--- config.mk ---
export PLATFORM = sky130hd
export DESIGN_NAME = mptw_req_arbiter
export DESIGN_NICKNAME = d
export VERILOG_FILES = /design/src/rtl/mptw_req_arbiter.sv
export SDC_FILE = /design/constraint.sdc
export NUM_CORES = 1
export LEC_CHECK = 0
export ABC_CLOCK_PERIOD_IN_PS = 2800
export CAP_MARGIN = 25
export CORE_ASPECT_RATIO = 0.5
export CORE_UTILIZATION = 31
export CTS_CLUSTER_DIAMETER = 60
export DETAILED_ROUTE_END_ITERATION = 16
export PLACE_DENSITY_LB_ADDON = 0.25
export SYNTH_ARGS = -nofsm -noshare
export SYNTH_HDL_FRONTEND = slang
export SYNTH_SLANG_ARGS = --single-unit
export TNS_END_PERCENT = 5
--- constraint.sdc ---
create_clock -name clk_i -period 2.8 [get_ports clk_i]
set_input_delay 0.28 -clock clk_i [delete_from_list [all_inputs] [get_ports clk_i]]
set_output_delay 0.28 -clock clk_i [all_outputs]
set_load 0.05 [all_outputs]
--- src/rtl/mptw_req_arbiter.sv ---
`default_nettype none
// ============================================================================
// Module   : mptw_req_arbiter
// Brief    : Round-robin requester arbiter for the walker pipeline. It limits
//            outstanding transactions and sequences a drain/flush handshake.
//            Optional macro MPTW_ARB_PERF_EN adds per-requester grant counters.
// Revision : 1.0 - initial release
// ============================================================================
module mptw_req_arbiter #(
    parameter int NUM_REQ         = 2,
    parameter int DATA_WIDTH      = 32,
    parameter int MAX_OUTSTANDING = 4
) (
    input  logic                          clk_i,
    input  logic                          rst_ni,
    input  logic [NUM_REQ-1:0]            req_valid_i,
    input  logic [NUM_REQ*DATA_WIDTH-1:0] req_data_i,
    output logic [NUM_REQ-1:0]            req_ready_o,
    output logic                          m_valid_o,
    input  logic                          m_ready_i,
    output logic [DATA_WIDTH-1:0]         m_data_o,
    output logic [$clog2(NUM_REQ)-1:0]    m_id_o,
    input  logic                          rsp_done_i,
    input  logic                          flush_i,
    output logic                          flush_req_o,
    input  logic                          flush_ack_i,
    output logic                          busy_o
`ifdef MPTW_ARB_PERF_EN
    ,
    output logic [NUM_REQ*16-1:0]         grant_cnt_o
`endif
);

    localparam int c_IDW = $clog2(NUM_REQ);
    localparam int c_IW1 = c_IDW + 1;
    localparam int c_CW  = $clog2(MAX_OUTSTANDING + 1);

    localparam logic [1:0] c_RUN   = 2'd0;
    localparam logic [1:0] c_DRAIN = 2'd1;
    localparam logic [1:0] c_FLUSH = 2'd2;
    localparam logic [1:0] c_DONE  = 2'd3;

    logic [1:0]       r_state;
    logic [1:0]       w_state_nxt;
    logic [c_CW-1:0]  r_outst;
    logic [c_CW-1:0]  w_outst_nxt;
    logic [c_IDW-1:0] r_rr_ptr;
    logic [c_IDW-1:0] r_gnt_idx;
    logic             r_lock;

    logic             w_found;
    logic [c_IDW-1:0] w_sel;
    logic [c_IW1-1:0] w_idx;
    logic [c_IDW-1:0] w_gnt;
    logic             w_can_grant;
    logic             w_mvalid;
    logic             w_hs;
    logic             w_dec;

    // First valid requester at or after the round-robin pointer, with wrap.
    always_comb begin
        w_found = 1'b0;
        w_sel   = '0;
        w_idx   = '0;
        for (int i = 0; i < NUM_REQ; i++) begin
            w_idx = {1'b0, r_rr_ptr} + c_IW1'(i);
            if (w_idx >= c_IW1'(NUM_REQ)) begin
                w_idx = w_idx - c_IW1'(NUM_REQ);
            end
            if (!w_found && req_valid_i[w_idx[c_IDW-1:0]]) begin
                w_found = 1'b1;
                w_sel   = w_idx[c_IDW-1:0];
            end
        end
    end

    // A flush request blocks fresh grants so the FSM can leave RUN cleanly.
    assign w_can_grant = (r_state == c_RUN) && !flush_i &&
                         (r_outst < c_CW'(MAX_OUTSTANDING));
    assign w_gnt       = r_lock ? r_gnt_idx : w_sel;
    assign w_mvalid    = r_lock | (w_can_grant & w_found);
    assign w_hs        = w_mvalid & m_ready_i;
    assign w_dec       = rsp_done_i & (r_outst != '0);

    assign m_valid_o   = w_mvalid;
    assign m_id_o      = w_mvalid ? w_gnt : '0;
    assign m_data_o    = w_mvalid ? req_data_i[w_gnt*DATA_WIDTH +: DATA_WIDTH] : '0;
    assign req_ready_o = w_hs ? (NUM_REQ'(1) << w_gnt) : '0;
    assign flush_req_o = (r_state == c_FLUSH);
    assign busy_o      = (r_state != c_RUN) || (r_outst != '0);

    always_comb begin
        w_outst_nxt = r_outst;
        if (w_hs && !w_dec) begin
            w_outst_nxt = r_outst + 1'b1;
        end else if (!w_hs && w_dec) begin
            w_outst_nxt = r_outst - 1'b1;
        end
    end

    always_comb begin
        w_state_nxt = r_state;
        case (r_state)
            c_RUN:   if (flush_i && !r_lock)    w_state_nxt = c_DRAIN;
            c_DRAIN: if (w_outst_nxt == '0)     w_state_nxt = c_FLUSH;
            c_FLUSH: if (flush_ack_i)           w_state_nxt = c_DONE;
            c_DONE:  if (!flush_i)              w_state_nxt = c_RUN;
            default:                            w_state_nxt = c_RUN;
        endcase
    end

    always_ff @(posedge clk_i or negedge rst_ni) begin
        if (!rst_ni) begin
            r_state   <= c_RUN;
            r_outst   <= '0;
            r_rr_ptr  <= '0;
            r_gnt_idx <= '0;
            r_lock    <= 1'b0;
        end else begin
            r_state <= w_state_nxt;
            r_outst <= w_outst_nxt;
            r_lock  <= w_mvalid & !m_ready_i;
            if (w_mvalid && !m_ready_i) begin
                r_gnt_idx <= w_gnt;
            end
            if (w_hs) begin
                r_rr_ptr <= (w_gnt == c_IDW'(NUM_REQ - 1)) ? '0 : w_gnt + 1'b1;
            end
        end
    end

`ifdef MPTW_ARB_PERF_EN
    for (genvar k = 0; k < NUM_REQ; k++) begin : g_perf
        logic [15:0] r_cnt;
        always_ff @(posedge clk_i or negedge rst_ni) begin
            if (!rst_ni) begin
                r_cnt <= '0;
            end else if (r_state == c_FLUSH && flush_ack_i) begin
                r_cnt <= '0;
            end else if (w_hs && (w_gnt == c_IDW'(k)) && (r_cnt != 16'hFFFF)) begin
                r_cnt <= r_cnt + 16'd1;
            end
        end
        assign grant_cnt_o[k*16 +: 16] = r_cnt;
    end
`endif

endmodule
`default_nettype wire

### Word-level counts from Yosys, hierarchy flattened

Index checks and enable logic that the tools add are counted.

* bits in registers: 8
* latch bits: 0
* RAM bits: 0
* memory bits (read-only): 0
* input port bits: 72
* output and inout bits: 38
* word-level logic and storage cells: 71
* memories kept: 0

* add/sub/neg operators: 6
* multiply operators: 0
* divide/modulo/power cells: 0
* $lt $le $gt $ge: 5
* equality and inequality tests: 7
* shift-type cells: 2
* muxes and demuxes: 22
* bitwise gates (word level): 5
* reductions and logical operators: 19

Operators with widths (count)
* 64-bit by 7-bit indexed part select with 32-bit output: 1
* 32-bit 2-to-1 mux: 1
* 1-bit 2-to-1 mux: 13
* 2-bit 2-to-1 mux: 5
* 2-bit case mux with 4 select lines: 1
* 1-bit logical AND: 7
* 1-bit logical NOT: 6
* 3-bit 2-to-1 mux: 2
* 1-bit AND: 4
* 2-bit equality test (second input constant): 2
* 1-bit by 2-bit < comparator with 1-bit output (second input constant): 2
* 2-bit by 1-bit != test with 1-bit output (second input constant): 2
* 2-bit != test (second input constant): 2
* 4-bit AND reduction: 1
* 3-bit by 1-bit adder with 3-bit output (second input constant): 1
* 3-bit logical NOT: 1
* 3-bit < comparator (second input constant): 1
* 3-bit nonzero test: 1
* 3-bit by 1-bit subtractor with 3-bit output (second input constant): 1
* 1-bit by 1-bit adder with 2-bit output (second input constant): 1
* 2-bit by 1-bit equality test with 1-bit output (second input constant): 1
* 1-bit by 2-bit >= comparator with 1-bit output (second input constant): 1
* 2-bit >= comparator (second input constant): 1
* 2-bit logical NOT: 1
* 6 further kinds: 7

### Logic depth before layout (Yosys ltp)

Gate-level depths: netlist of run 1.

* word-level depth: 18
* mapped depth: 9

### Least setup slack after synthesis of run 1

Ideal clock, no wire load.

* path kind: register to output
* start: register r_rr_ptr
* end: output port m_data_o[23]
* arrival time: 2.013 ns
* data required time: 2.520 ns
* slack: 0.507 ns
* cell stages (with the launch flop): 7
* buffers on the path: 2
* cells stage by stage: dfrtp_1 > o21ai_0 > o21a_1 > clkbuf_1 > clkbuf_1 > nand2_1 > a21oi_1

* cells in the longest elaborated chain, start to end: 11
* elaborated cells on any way between the ends: 22
* those cells by class: add/sub (3); order compare (2); shift (1); mux (12); bitwise (2); reduce/logical (2)

RTL lines
* from (decl): RTL line 47 `logic [c_IDW-1:0] r_rr_ptr;`
* from (signal assigned): RTL line 127 `r_rr_ptr <= (w_gnt == c_IDW'(NUM_REQ - 1)) ? '0 : w_gnt + 1'b1;`
* 1-bit by 2-bit >= comparator with 1-bit output or 1-bit subtractor (tied branches): RTL line 67, 68
* 1-bit 2-to-1 mux: RTL line 67 `if (w_idx >= c_IW1'(NUM_REQ)) begin`
* 1-bit 2-to-1 mux (not written as such) (2 in a row): RTL line 70 `if (!w_found && req_valid_i[w_idx[c_IDW-1:0]]) begin`
* 1-bit 2-to-1 mux: RTL line 70
* 1-bit logical NOT: RTL line 70
* 1-bit logical AND: RTL line 70
* 1-bit 2-to-1 mux: RTL line 70
* 1-bit 2-to-1 mux or 1-bit AND (tied branches): RTL line 80, 81
* 64-bit by 7-bit indexed part select with 32-bit output or 1-bit bitwise OR (tied branches): RTL line 87, 81
* 32-bit 2-to-1 mux *: RTL line 87 `assign m_data_o = w_mvalid ? req_data_i[w_gnt*DATA_WIDTH +: DATA_WIDTH] : '0;`
* to (decl): RTL line 21 `output logic [DATA_WIDTH-1:0] m_data_o,`

Mark *: on every way between the ends. The rest lies on a longest branch, timed or not. The select of a mux whose other input is x is not followed.

### Worst setup path after layout of run 1

* start: input port req_valid_i[0]
* end: output port m_data_o[22]

* cells in the longest elaborated chain, start to end: 9
* elaborated cells on any way between the ends: 15
* those cells by class: shift (1); mux (10); bitwise (2); reduce/logical (2)

RTL lines
* from (decl): RTL line 16 `input logic [NUM_REQ-1:0] req_valid_i,`
* 1-bit 2-to-1 mux (not written as such) (2 in a row): RTL line 70
* 1-bit 2-to-1 mux: RTL line 70
* 1-bit logical NOT: RTL line 70
* 1-bit logical AND: RTL line 70
* 1-bit 2-to-1 mux: RTL line 70
* 1-bit 2-to-1 mux or 1-bit AND (tied branches): RTL line 80, 81
* 64-bit by 7-bit indexed part select with 32-bit output or 1-bit bitwise OR (tied branches): RTL line 87, 81
* 32-bit 2-to-1 mux *: RTL line 87

Marked as above.

==> results of run 1 <==
==> cell usage after synthesis <==
master	instances	area, sq um
a31oi_1	1	6.26
o21ai_0	3	15.0
nand3b_1	1	7.51
inv_1	10	37.5
and3_1	1	6.26
and3b_1	1	8.76
a31oi_2	1	12.5
and2_4	1	8.76
a21o_1	1	7.51
xnor2_1	2	17.5
mux2_4	1	15.0
dfrtp_1	8	200
maj3_1	2	20.0
a22oi_4	1	21.3
a211oi_1	1	7.51
o21a_1	1	7.51
nand3_1	2	10.0
clkbuf_1	10	37.5
a211o_1	1	8.76
nor2_1	6	22.5
ha_1	8	100
a21oi_1	33	165
mux2i_1	2	20.0
nand2_1	70	263
buf_4	1	7.51
a221oi_4	1	26.3
o21ba_2	1	10.0
nand2b_4	1	13.8
a2bb2oi_1	1	8.76
o31ai_1	1	7.51
o221ai_2	1	15.0
nand4_1	2	12.5
buf_6	1	11.3
o21ai_1	1	5.00
or2b_2	1	8.76
o311ai_2	1	16.3
==> final timing paths <==
check,from,end
setup reg to reg,r_state[1],r_state[1]
max in group asynchronous,rst_ni,r_outst[2]
setup / recovery,req_valid_i[0],m_data_o[22]
min in group clk_i,r_rr_ptr,r_rr_ptr
hold reg to reg,r_rr_ptr,r_rr_ptr
hold / removal,rst_ni,r_gnt_idx
==> state kept, by name, indices dropped and copies added (netlist names) <==
name	cells
r_lock	1
r_outst	3
r_gnt_idx	1
r_rr_ptr	1
r_state	2
==> where the power goes <==
group	internal, mW	switching (mW)
clock	0.0937	0.0528
sequential	0.174	0.0651
combinational	0.707	0.883
==> kinds of logic after synthesis <==
| kind of cell | count (synthesis) | synth area share |
|---|---|---|
| simple gates | 86 | 0.309 |
| compound gates | 50 | 0.291 |
| buf+inv | 22 | 0.0803 |
| fa+ha+maj | 10 | 0.103 |
| flops | 8 | 0.171 |
| mux | 3 | 0.0300 |
| xor+xnor | 2 | 0.0150 |
==> area by class of cell <==
| cell class | instances | area, sq um |
|---|---|---|
| Multi-Input combinational cell | 151 | 885 |
| Inverter | 10 | 37.5 |
| Timing Repair Buffer | 113 | 1430 |
| Clock buffer | 3 | 41.3 |
| Fill cell | 247 | 851 |
| Sequential cell | 8 | 200 |
| Tap cell | 51 | 63.8 |
==> layer usage <==
layer  vias up  GRT usage  share of wire
met5         -          0              0
met3        13     0.0870          0.095
met2        63      0.458           0.48
met4         0     0.0871          0.020
li1        809          -              -
met1       767      0.274           0.41
==> run summary, run 1 <==
The flow ran to the end, and the final reports show no timing, DRC or antenna violations. Across the run, the number of max-cap violations was 0. The ratio of routed vias to standard cells works out to 4.92. The logs give 5.08 mm for the total detailed-routing wirelength and 0.00266 sq mm for the area of all placed cells without fillers. The congestion estimate from routability-driven global placement came to 0.781. The power density over the cells came out at 743 mW/mm^2. Number of clock sinks: 8. During synthesis, Yosys emitted a total of 0 warnings. In the post-route analysis, the smallest setup slack over all paths is 0.437 ns. The area of the placeable core was 0.00351 sq mm; the worst-case reg-to-reg path depth was 8.

The run gives 0 as the number of antenna violations at the first check in global routing. The flip-flop and latch count after synthesis is 8. After clock tree synthesis, the clock-pin slew on the worst setup and hold paths is 0.04 ns.

For the final max-slew violation count, the log shows 0. In this run the core area contains 15 standard-cell rows. The kind of cell with the highest combined delay along the critical path is buffers and inverters. The run gives 0.758 as the utilization of the core after routing. At the worst endpoint, the required time is 2.52 ns.

The cell at the slowest stage of the critical path was clkdlybuf4s50_1. The clock network latency to the later pin of the worst-skew pair is 0.24 ns. For the count of H-tree levels built during CTS, the log shows 1.

Data arrives at the worst endpoint at 2.08 ns. The cell area that synthesis handed to floorplanning was 0.00117 sq mm. Summed over all failing endpoints, the final setup total negative slack is 0 ns. The critical path runs through a total of 8 cells. The tools report the length of the first detailed-routing pass in iterations as 4. The portion of the clock cycle consumed by the worst path in the final layout is 0.844, and the final period demand of the worst path is 2.36 ns. For this design the top-level I/O count stands at 110.

The run gives 0.423 GHz as the top achievable clock speed. The number of distinct library cells after synthesis was 36. The clock arrives with 0.00111 ns of skew.

The number of nets in the layout is 367. In this run the clock root is driven by a clkbuf_8. Total power for the finished layout comes to 1.98 mW.

The peak fanout along the critical path is 25, and the x dimension of the die is 88.8 um. The finished layout holds 336 standard cells, fillers aside. The area growth from synthesis to layout is 128%. The number of buffers added by the clock tree synthesis step is 3. The worst slew margin relative to its limit is 0.655. The run gives 4.02 mm as the post-DP HPWL. The number of nets in the synthesized netlist is 261. Final hold analysis gives a worst-case slack of 0.329 ns.

The instance area after placement was 0.00262 sq mm; the pre-CTS setup slack was 0.378 ns. The reported leakage power is 1.16 nW, and the routed length per placed instance is 15.1 um. The starting utilization of the core area came out at 0.333. The buffer levels on the longest clock path was 2; the post-synthesis cell count was 181. The aggregate global routing overflow was 0; the residual DRC count was 0. The signal on the critical path passes through clkdlybuf4s50_1 > inv_1 > o21ai_0 > o21a_1 > buf_4 > nand2_1 > a21oi_1 > buf_12. The worst setup path is of the in -> out kind.

The nature of the critical path startpoint is an input pin. Setup violations remaining at the end of the flow were counted as 0. The starting DRC count in detailed routing was 107. Worst min-delay path category: in -> async.

Buffers inserted to repair hold after CTS numbered 0. The final hold violation count came out at 0. The detailed router placed 1652 vias in this run. The synthesized area divided by synthesized cell count was 6.46 sq um.

TritonCTS built the clock tree. For the sequential fraction of the synthesis area, the log shows 0.171. The ratio of cells with drive above 1 in the final layout works out to 0.193.

The pin count of the biggest net entering global routing came out at 36. The number of antenna diodes is 0, and the peak per-stage delay on the critical path is 0.48 ns. Setup repair after global routing left no endpoint under its margin. In this run the tool buffered the top-level ports with 109 buffer cells. The post-CTS setup buffer count is 0.

STA classifies the critical path endpoint as an output pin. Number of cells after detailed placement: 333. The overall fraction of global-route tracks in use is 0.249, and the peak ir drop on the vdd network is 521 uV.

The critical path contains buffers and inverters numbering 4 combined. The setup check on the worst reg-to-reg path leaves a slack of 0.45 ns. At the pin with the least slew margin, the transition time is 0.516 ns.

In this run the vertical extent of the chip is 45.4 um. The number of gates resized after CTS was 0. The count of antenna-violating nets left after detailed routing is 0. The library cell used most frequently in the layout, excluding fill and tap cells, is clkdlybuf4s50_1. Leaving out fill and tap cells, the most frequent cells in the layout are clkdlybuf4s50_1 (73), nand2_1 (70), a21oi_1 (33).

The die covers 0.00403 sq mm. The number of global-route vias before repair is 1530, and the first-pass GRT wire length is 7.44 mm.
(Power assumes the default switching activity.)
==> run 2: changes to the inputs <==
ABC_CLOCK_PERIOD_IN_PS = 2300   (was 2800)
clock period = 2.3 ns   (was 2.8 ns; I/O delays follow)
==> run 2 against run 1 <==
Critical path depth is the same. Sequential power grew 27%. Cell area rose by 6.5%. Worst setup slack worse by 0.37 ns. Final cell count up 2.7%. Largest power group unchanged.
==> run summary, run 2 (synthesis results as in run 1) <==
The run finished with clean final reports. The tools report the largest clock skew in the final design as 0.00264 ns. The logs give 0.00351 sq mm for the area of the placeable core and 0.765 for the final estimated routing congestion in global placement. Of all nets on the critical path, the largest fanout is 5. In this design, the stage delay of the slowest critical-path cell is 0.44 ns.

At the worst endpoint, the arrival time is 2.33 ns. Leaving out filler cells and counting taps, the final layout contains 345. The logs give 0.0704 ns for the setup slack of the critical path after layout and 3 for the number of buffers added by the clock tree synthesis step. The tools report the met2 wire length as 2.61 mm. The run gives 0.00403 sq mm as the area enclosed by the die boundary. Summing over every cut layer, the via total after detailed routing is 1669. The detailed router put a total of 2.14 mm of wire on met1. The ratio of cells with drive above 1 in the final layout was 0.252; the final period demand of the worst path was 2.23 ns.

The worst setup path is of the reg -> reg kind. The run gives 1512 as the number of global-route vias before repair. The worst slew margin relative to its limit was 0.674. TritonCTS built the clock tree.

The count of pins on the block boundary is 110, and the number of nets in the layout is 376. Portion of the clock cycle consumed by the worst path in the final layout: 0.969. Compared with the post-synthesis result, the final layout area differs by 142%. Setup violations remaining at the end of the flow were counted as 0. The number of antenna diodes was 0. Summing all non-filler instances in the final layout gives an area of 0.00283 sq mm. During placement, the flow inserted port buffers numbering 109.

In the routed layout, each cell is associated on average with a via count of 4.84. In the final layout, the registers with the most flip-flops are r_outst x3, r_state x2. Cell at the slowest stage of the critical path: dfrtp_1. The pre-CTS setup slack was -0.0340 ns; the total detailed-routing wirelength was 5.13 mm. Count of H-tree levels built during CTS: 1. The count of nets left with antenna violations once routing finished came out at 0.

The tools report the length of the first detailed-routing pass in iterations as 4. At the pin with the least slew margin, the transition time is 0.487 ns. The residual DRC count is 0. The layout has 248 filler cells.

The root buffer cell chosen for the clock tree is clkbuf_8. For the worst setup path, the data required time is 2.40 ns. The final max-slew violation count was 0.

Register name with the most flops: r_outst. The worst min-delay path category is in -> async. The analysis attributes to cell leakage a power of 1.22 nW. The tool flagged a number of max-cap violations equal to 0. The run gives 8 as the number of clock sinks. The top layer used by detailed routing was met4.

The library cells used most frequently in the layout, excluding fill and tap cells, are clkdlybuf4s50_1 (72), nand2_1 (70), buf_12 (36). The worst setup path is captured at a register. The number of placement rows is 15.

Static timing analysis puts the maximum clock frequency at 0.449 GHz. After clock tree synthesis, the clock-pin slew on the worst setup and hold paths is 0.04 ns. The starting utilization of the core area came out at 0.333. Summed over all nets, wire length on met3 after detailed routing comes to 323 um.

The aggregate global routing overflow is 0. Detailed placement ended at an HPWL of 4.13 mm. The buffer levels on the longest clock path is 2. The pin count of the biggest net entering global routing was 30; the routed length per placed instance was 14.9 um. The run gives 0 as the number of antenna violations at the first check in global routing. The clock network latency to the later pin of the worst-skew pair was 0.22 ns.

The number of cells after detailed placement was 340; the final hold violation count was 0. The first global-routing pass estimated 7.44 mm of wire. Traced cell by cell, the critical path runs through inv_2 > ha_2 > nand2b_4 > and2_4 > o311ai_4 > o221ai_4 > a221oi_4 > mux2_4. Commonest non-fill, non-tap cell in the layout: clkdlybuf4s50_1. For this block, the initial DRC count from the detailed router was 55. The overall fraction of global-route tracks in use was 0.241; the final-layout setup total negative slack was 0 ns.

VDD sags by at most 829 uV. From left edge to right edge, the die measures 88.8 um. The flip-flop count of the largest register after layout works out to 3.

The worst setup path is launched from a register. The placed instances occupy a cell area of 0.00272 sq mm. Power spread over the standard cell area amounts to 946 mW/mm^2. In this run the vertical extent of the chip is 45.4 um.
[run 2: changes by cell type in the layout (fill, tap and decap cells not counted), sizes merged]
cell	before	now
buf	40	50
clkdlybuf4s50	73	72
[run 2: path summary, 6_finish.rpt]
path	start	end	slack, ns	depth (start not counted)
max	r_outst[1]	r_state[1]	0.07	8
min	rst_ni	r_outst[2]	0.30	1
max reg2reg	r_outst[1]	r_state[1]	0.07	8
min reg2reg	r_rr_ptr	r_rr_ptr	0.50	1
max in group asynchronous	rst_ni	r_outst[0]	1.70	1
min in group clk_i	r_rr_ptr	r_rr_ptr	0.50	1
[run 2: timing repair]
item,CTS,global route
setup endpoints to repair,0,2
buffers inserted,0,2
hold endpoints to repair,0,0
hold buffers,0,0
resized for setup,0,13
[run 2: metal layers]
| layer | up-vias | GRT usage |
|---|---|---|
| li1 | 831 | - |
| met3 | 8 | 0.0471 |
| met1 | 782 | 0.301 |
| met5 | - | 0 |
| met2 | 48 | 0.448 |
| met4 | 0 | 0.0419 |
[run 2: metrics by stage]
step,util,power (mW),hold WS (ns)
2_1_floorplan,-,1.47,-0.0656
4_1_cts,0.786,2.53,0.304
5_1_grt,0.807,2.83,0.339
6_report,0.807,2.68,0.299
3_5_place_dp,0.774,2.36,0.484
3_3_place_gp,0.774,2.29,0.478
[run 2: final cells by class]
| class | count | area [sq um] | share of cell area |
|---|---|---|---|
| clock buffers | 3 | 41.3 | 0.0146 |
| inverters | 10 | 37.5 | 0.0133 |
| multi-input cells | 151 | 942 | 0.333 |
| flip-flops and latches | 8 | 201 | 0.0711 |
| well taps | 51 | 63.8 | 0.0225 |
| repair buffers | 122 | 1550 | 0.546 |
[run 2: power breakdown]
part | leakage, nW | switching, mW | internal, mW
clock | 0.0216 | 0.0527 | 0.113
sequential | 0.0957 | 0.0889 | 0.214
combinational | 1.10 | 1.17 | 1.04
[run 2: worst max-delay path, delay by kind of cell, from the launching register on]
kind / cells / cell delay [ns]
and+or+nand+nor: 2 / 0.27
buffers and inverters: 1 / 0.12
DFF: 1 / 0.44
AOI/OAI and AO/OA: 3 / 0.70
adders and majority gates: 1 / 0.24
muxes: 1 / 0.32
==> RTL change 1: new RTL, settings of run 1 <==
The parameter `DATA_WIDTH` goes from 32 to 28.
--- a/src/rtl/mptw_req_arbiter.sv
+++ b/src/rtl/mptw_req_arbiter.sv
@@ -10,3 +10,3 @@
     parameter int NUM_REQ         = 2,
-    parameter int DATA_WIDTH      = 32,
+    parameter int DATA_WIDTH      = 28,
     parameter int MAX_OUTSTANDING = 4
Interface: changed (resized m_data_o and req_data_i); port bits go from 110 to 98. No check against the original RTL was run, so the function may have changed too.
==> RTL change 1 against run 1 <==
  * Design area shrank 7.8%
  * Die area fell by 4.5%
  * Power is 6.0% lower
  * Setup slack worse by 0.0055 ns
  * Core utilization up 0.75 points
  * First-iteration DRC count shrank 30%
  * Sequential power increased by 2%
  * Clock power decreased by 5%
  * Worst hold slack better by 0.0032 ns
  * Area after synthesis decreased by 4.6%
  * Wire length decreased by 12%
  * Sequential cell count is the same
==> RTL change 1: results (changes against run 1) <==
worst hold path type=input pin to asynchronous set/reset pin; Top Registers=r_outst (3), r_state (2); Seq/Total Area, Yosys=0.180 (+0.00827); R2R Setup Slk=0.43 ns (-0.02 ns); port bufs=97 (-11%); area occupied by multi-input gates=837 um2 (-5.4%); setup repair bufs after CTS=0 (unchanged); most numerous cell in the Yosys netlist=nand2_1; Post-Place Worst Slack=0.316 ns (-0.0626 ns); synthesized area=0.00111 mm2 (-4.6%); DRT iter0 DRCs=75 (-30%); Routed wire per std cell=14.5 um (-4.1%); worst-path fanout max=5 (-80%); GPL Wtd Cong=0.789 (+0.99%); Final #Nets=334 (-9.0%); # fillers=216 (-13%); reg-to-reg critical path startpoint=r_outst[0]; Num CTS Buffers=3 (unchanged); clock-cell share of area=0.0168 (+0.00131); worst vdd ir=554 uV (+6.4%); non-clock buffer count=100 (-12%); Clk Tree Root Cell=clkbuf_8; status=finished, final reports clean; vias in the first global route=1,422 (-7.1%); Global Route Usage Sum=0.233 (-0.0165); hold_ws=0.332 ns (+0.00318 ns); Fin Clk Skew=0.00197 ns (+0.000863 ns); Reg area=200 um2 (unchanged); fin area=0.00245 mm2 (-7.8%); final std cells w/o fill=308 (-8.3%); NonClk Buf Share=0.520 (-0.0179); first-pass GRT wire length=6870 um (-7.7%); switch share=0.500 (-0.00626); non-clock inverter count=10 (unchanged); Synth Instances=168 (-7.2%); leakage=1.07 nW (-7.8%); synth cell count leaders=nand2_1, a21oi_1, inv_1, clkbuf_1; grt ovf=0 (unchanged); DP Wirelength=3590 um (-11%); vias post-DR=1,480 (-10%); Num Clock Sinks=8 (unchanged); Arr. time, crit path=2.48 ns (+0.40 ns); Mapped Nets=240 (-8.0%); largest net degree at the start of global routing=32 (-11%); Worst Reg-to-Reg Cells=8 (unchanged); clk buf depth=2 (unchanged); htree depth=1 (unchanged); layout cells sized above 1=0.200 (+0.00702); #MultiIn Comb=139 (-7.9%); synth top area cells=nand2_1, dfrtp_1, a21oi_1; max_slew headroom=0.656 (+0.00102); Placement Cell Area=0.00241 mm2 (-7.9%)
==> RTL change 1: power groups by stage <==
| stage | Clock (mW) | Combinational [mW] | Sequential (mW) |
|---|---|---|---|
| after floorplan | 0 | 0.928 | 0.217 |
| after global placement | 0 | 1.43 | 0.237 |
| after detailed placement | 0 | 1.48 | 0.242 |
| after CTS | 0.143 | 1.48 | 0.242 |
| after global routing | 0.148 | 1.57 | 0.250 |
| final | 0.139 | 1.48 | 0.243 |
==> RTL change 1: worst max path at each step <==
stage,start,to,slack [ns],depth (start not counted)
2_1_floorplan,r_state[0],m_data_o[10],0.43,6
5_1_grt,req_valid_i[0],m_data_o[2],0.27,8
6_report,r_outst[0],r_state[1],0.43,8
3_3_place_gp,m_ready_i,r_state[1],0.43,7
3_5_place_dp,flush_i,r_state[1],0.32,7
4_1_cts,req_valid_i[0],m_data_o[25],0.42,8
==> RTL change 1: critical path, cell delays in order, from the launching register on <==
cell	delay (ns)
dfrtp_1	0.41
inv_1	0.17
ha_1	0.31
nand2b_4	0.08
and2_1	0.23
o31ai_1	0.28
o221ai_2	0.16
a221oi_4	0.29
mux2_4	0.32
==> RTL change 1: kinds of logic (layout without fill, tap and decap cells) <==
| group | after synthesis | in the layout | share of synthesized area |
|---|---|---|---|
| compound gates | 46 | 46 | 0.288 |
| simple gates | 78 | 78 | 0.299 |
| buf+inv | 21 | 113 | 0.0786 |
| xor+xnor | 2 | 2 | 0.0157 |
| fa+ha+maj | 10 | 10 | 0.108 |
| mux | 3 | 3 | 0.0314 |
| flops | 8 | 8 | 0.180 |
==> RTL change 1: metal layers <==
metal	GRT usage	wire length [um]
met1	0.265	1810
met2	0.443	2280
met3	0.0560	329
met4	0.0667	44
met5	0	0
==> RTL change 2: new RTL, flow settings as in run 1 <==
Made on the original files. Add a define of `MPTW_ARB_PERF_EN`.
--- a/src/rtl/mptw_req_arbiter.sv
+++ b/src/rtl/mptw_req_arbiter.sv
@@ -8,2 +8,4 @@
 // ============================================================================
+`define MPTW_ARB_PERF_EN
+
 module mptw_req_arbiter #(
Behaviour (old outputs only; new: grant_cnt_o): unchanged (equiv_simple and equiv_induct, registers matched by name and starting in step).
==> RTL change 2 against run 1 <==
  * Area after synthesis is 140% higher
  * Power grew 68%
  * Core utilization shrank 19 points
  * Highest routed layer unchanged
  * Count of clock-buffer cells in the layout increased by 3
  * Setup slack got worse by 0.15 ns
  * Register-to-register slack worse by 0.17 ns
  * First-iteration DRC count up 2.8%
  * Design area up 79%
  * Via count increased by 75%
  * Wire length increased by 67%
  * Critical path depth unchanged
  * Critical endpoint is now r_state[1]
  * Synthesized cell count increased by 92%
  * Sequential cell count grew 32
==> RTL change 2: results (changes against run 1) <==
largest net degree at the start of global routing=41 (+14%); met2 Usage GRT=0.304 (-0.154); Worst path max stage delay=0.55 ns (+0.07 ns); placed insts=590 (+77%); port bufs=141 (+29%); vias in the first global route=2,603 (+70%); status=finished, final reports clean; Mapped Nets=430 (+65%); Placement Cell Area=0.00460 mm2 (+76%); layout cells sized above 1=0.134 (-0.0592); DRT iter0 DRCs=110 (+2.8%); leakage=2.04 nW (+76%); Global Route Usage Sum=0.175 (-0.0740); vias post-DR=2,886 (+75%); Fin Clk Skew=0.00418 ns (+0.00307 ns); clock-cell share of area=0.0344 (+0.0189); P per Cell Area=698 mW/mm2 (-6.1%); CP Buf/Inv Count=1 (-3); met1 wire length=3790 um (+82%); clk_lat worst skew=0.28 ns (+0.04 ns); Final #Nets=567 (+54%); Top Registers=g_perf.r_cnt (32), r_outst (3), r_state (2); Synth Area in Adders=0.0451 (-0.0577); non-clock buffer count=148 (+31%); GR Util met1=0.228 (-0.0456); non-clock inverter count=11 (+1); XOR/XNOR share of the synthesized area=0.0916 (+0.0766); met2 wire len=4160 um (+72%); synth cell count leaders=nand2_1, dfrtp_1, nor2_1, a21oi_1, xor2_1; DP Wirelength=6400 um (+59%); number of synthesized register bits=40 (+32); Clk Tree Root Cell=clkbuf_16; Synth Instances=348 (+92%); max_slew headroom=0.402 (-0.254); compound-cell area share of the yosys netlist=0.153 (-0.138)
## RTL change 2: cell count changes after synthesis, sizes merged, moves of 7 or more
cell,run 1,this run
nand3,2,9
nor2,6,40
dfrtp,8,40
nand4,2,11
xor2,0,16
nand2,70,80
nor3,0,7
xnor2,2,13
and3,1,10
## RTL change 2: cells by family after synthesis
| group | Yosys count |
|---|---|
| simple gates | 174 |
| xor+xnor | 29 |
| flops | 40 |
| mux | 3 |
| compound gates | 63 |
| fa+ha+maj | 10 |
| buf+inv | 29 |
## RTL change 2: final timing paths
kind / from / slack [ns] / to / cells after the start
worst min register to register: r_rr_ptr / 0.51 / r_rr_ptr / 1
max in group asynchronous: rst_ni / 2.11 / g_perf[0].r_cnt[4] / 1
worst min-delay path: rst_ni / 0.12 / g_perf[1].r_cnt[5] / 1
worst max-delay path: r_state[0] / 0.28 / r_state[1] / 8
min in group clk_i: r_rr_ptr / 0.51 / r_rr_ptr / 1
worst max register to register: r_state[0] / 0.28 / r_state[1] / 8
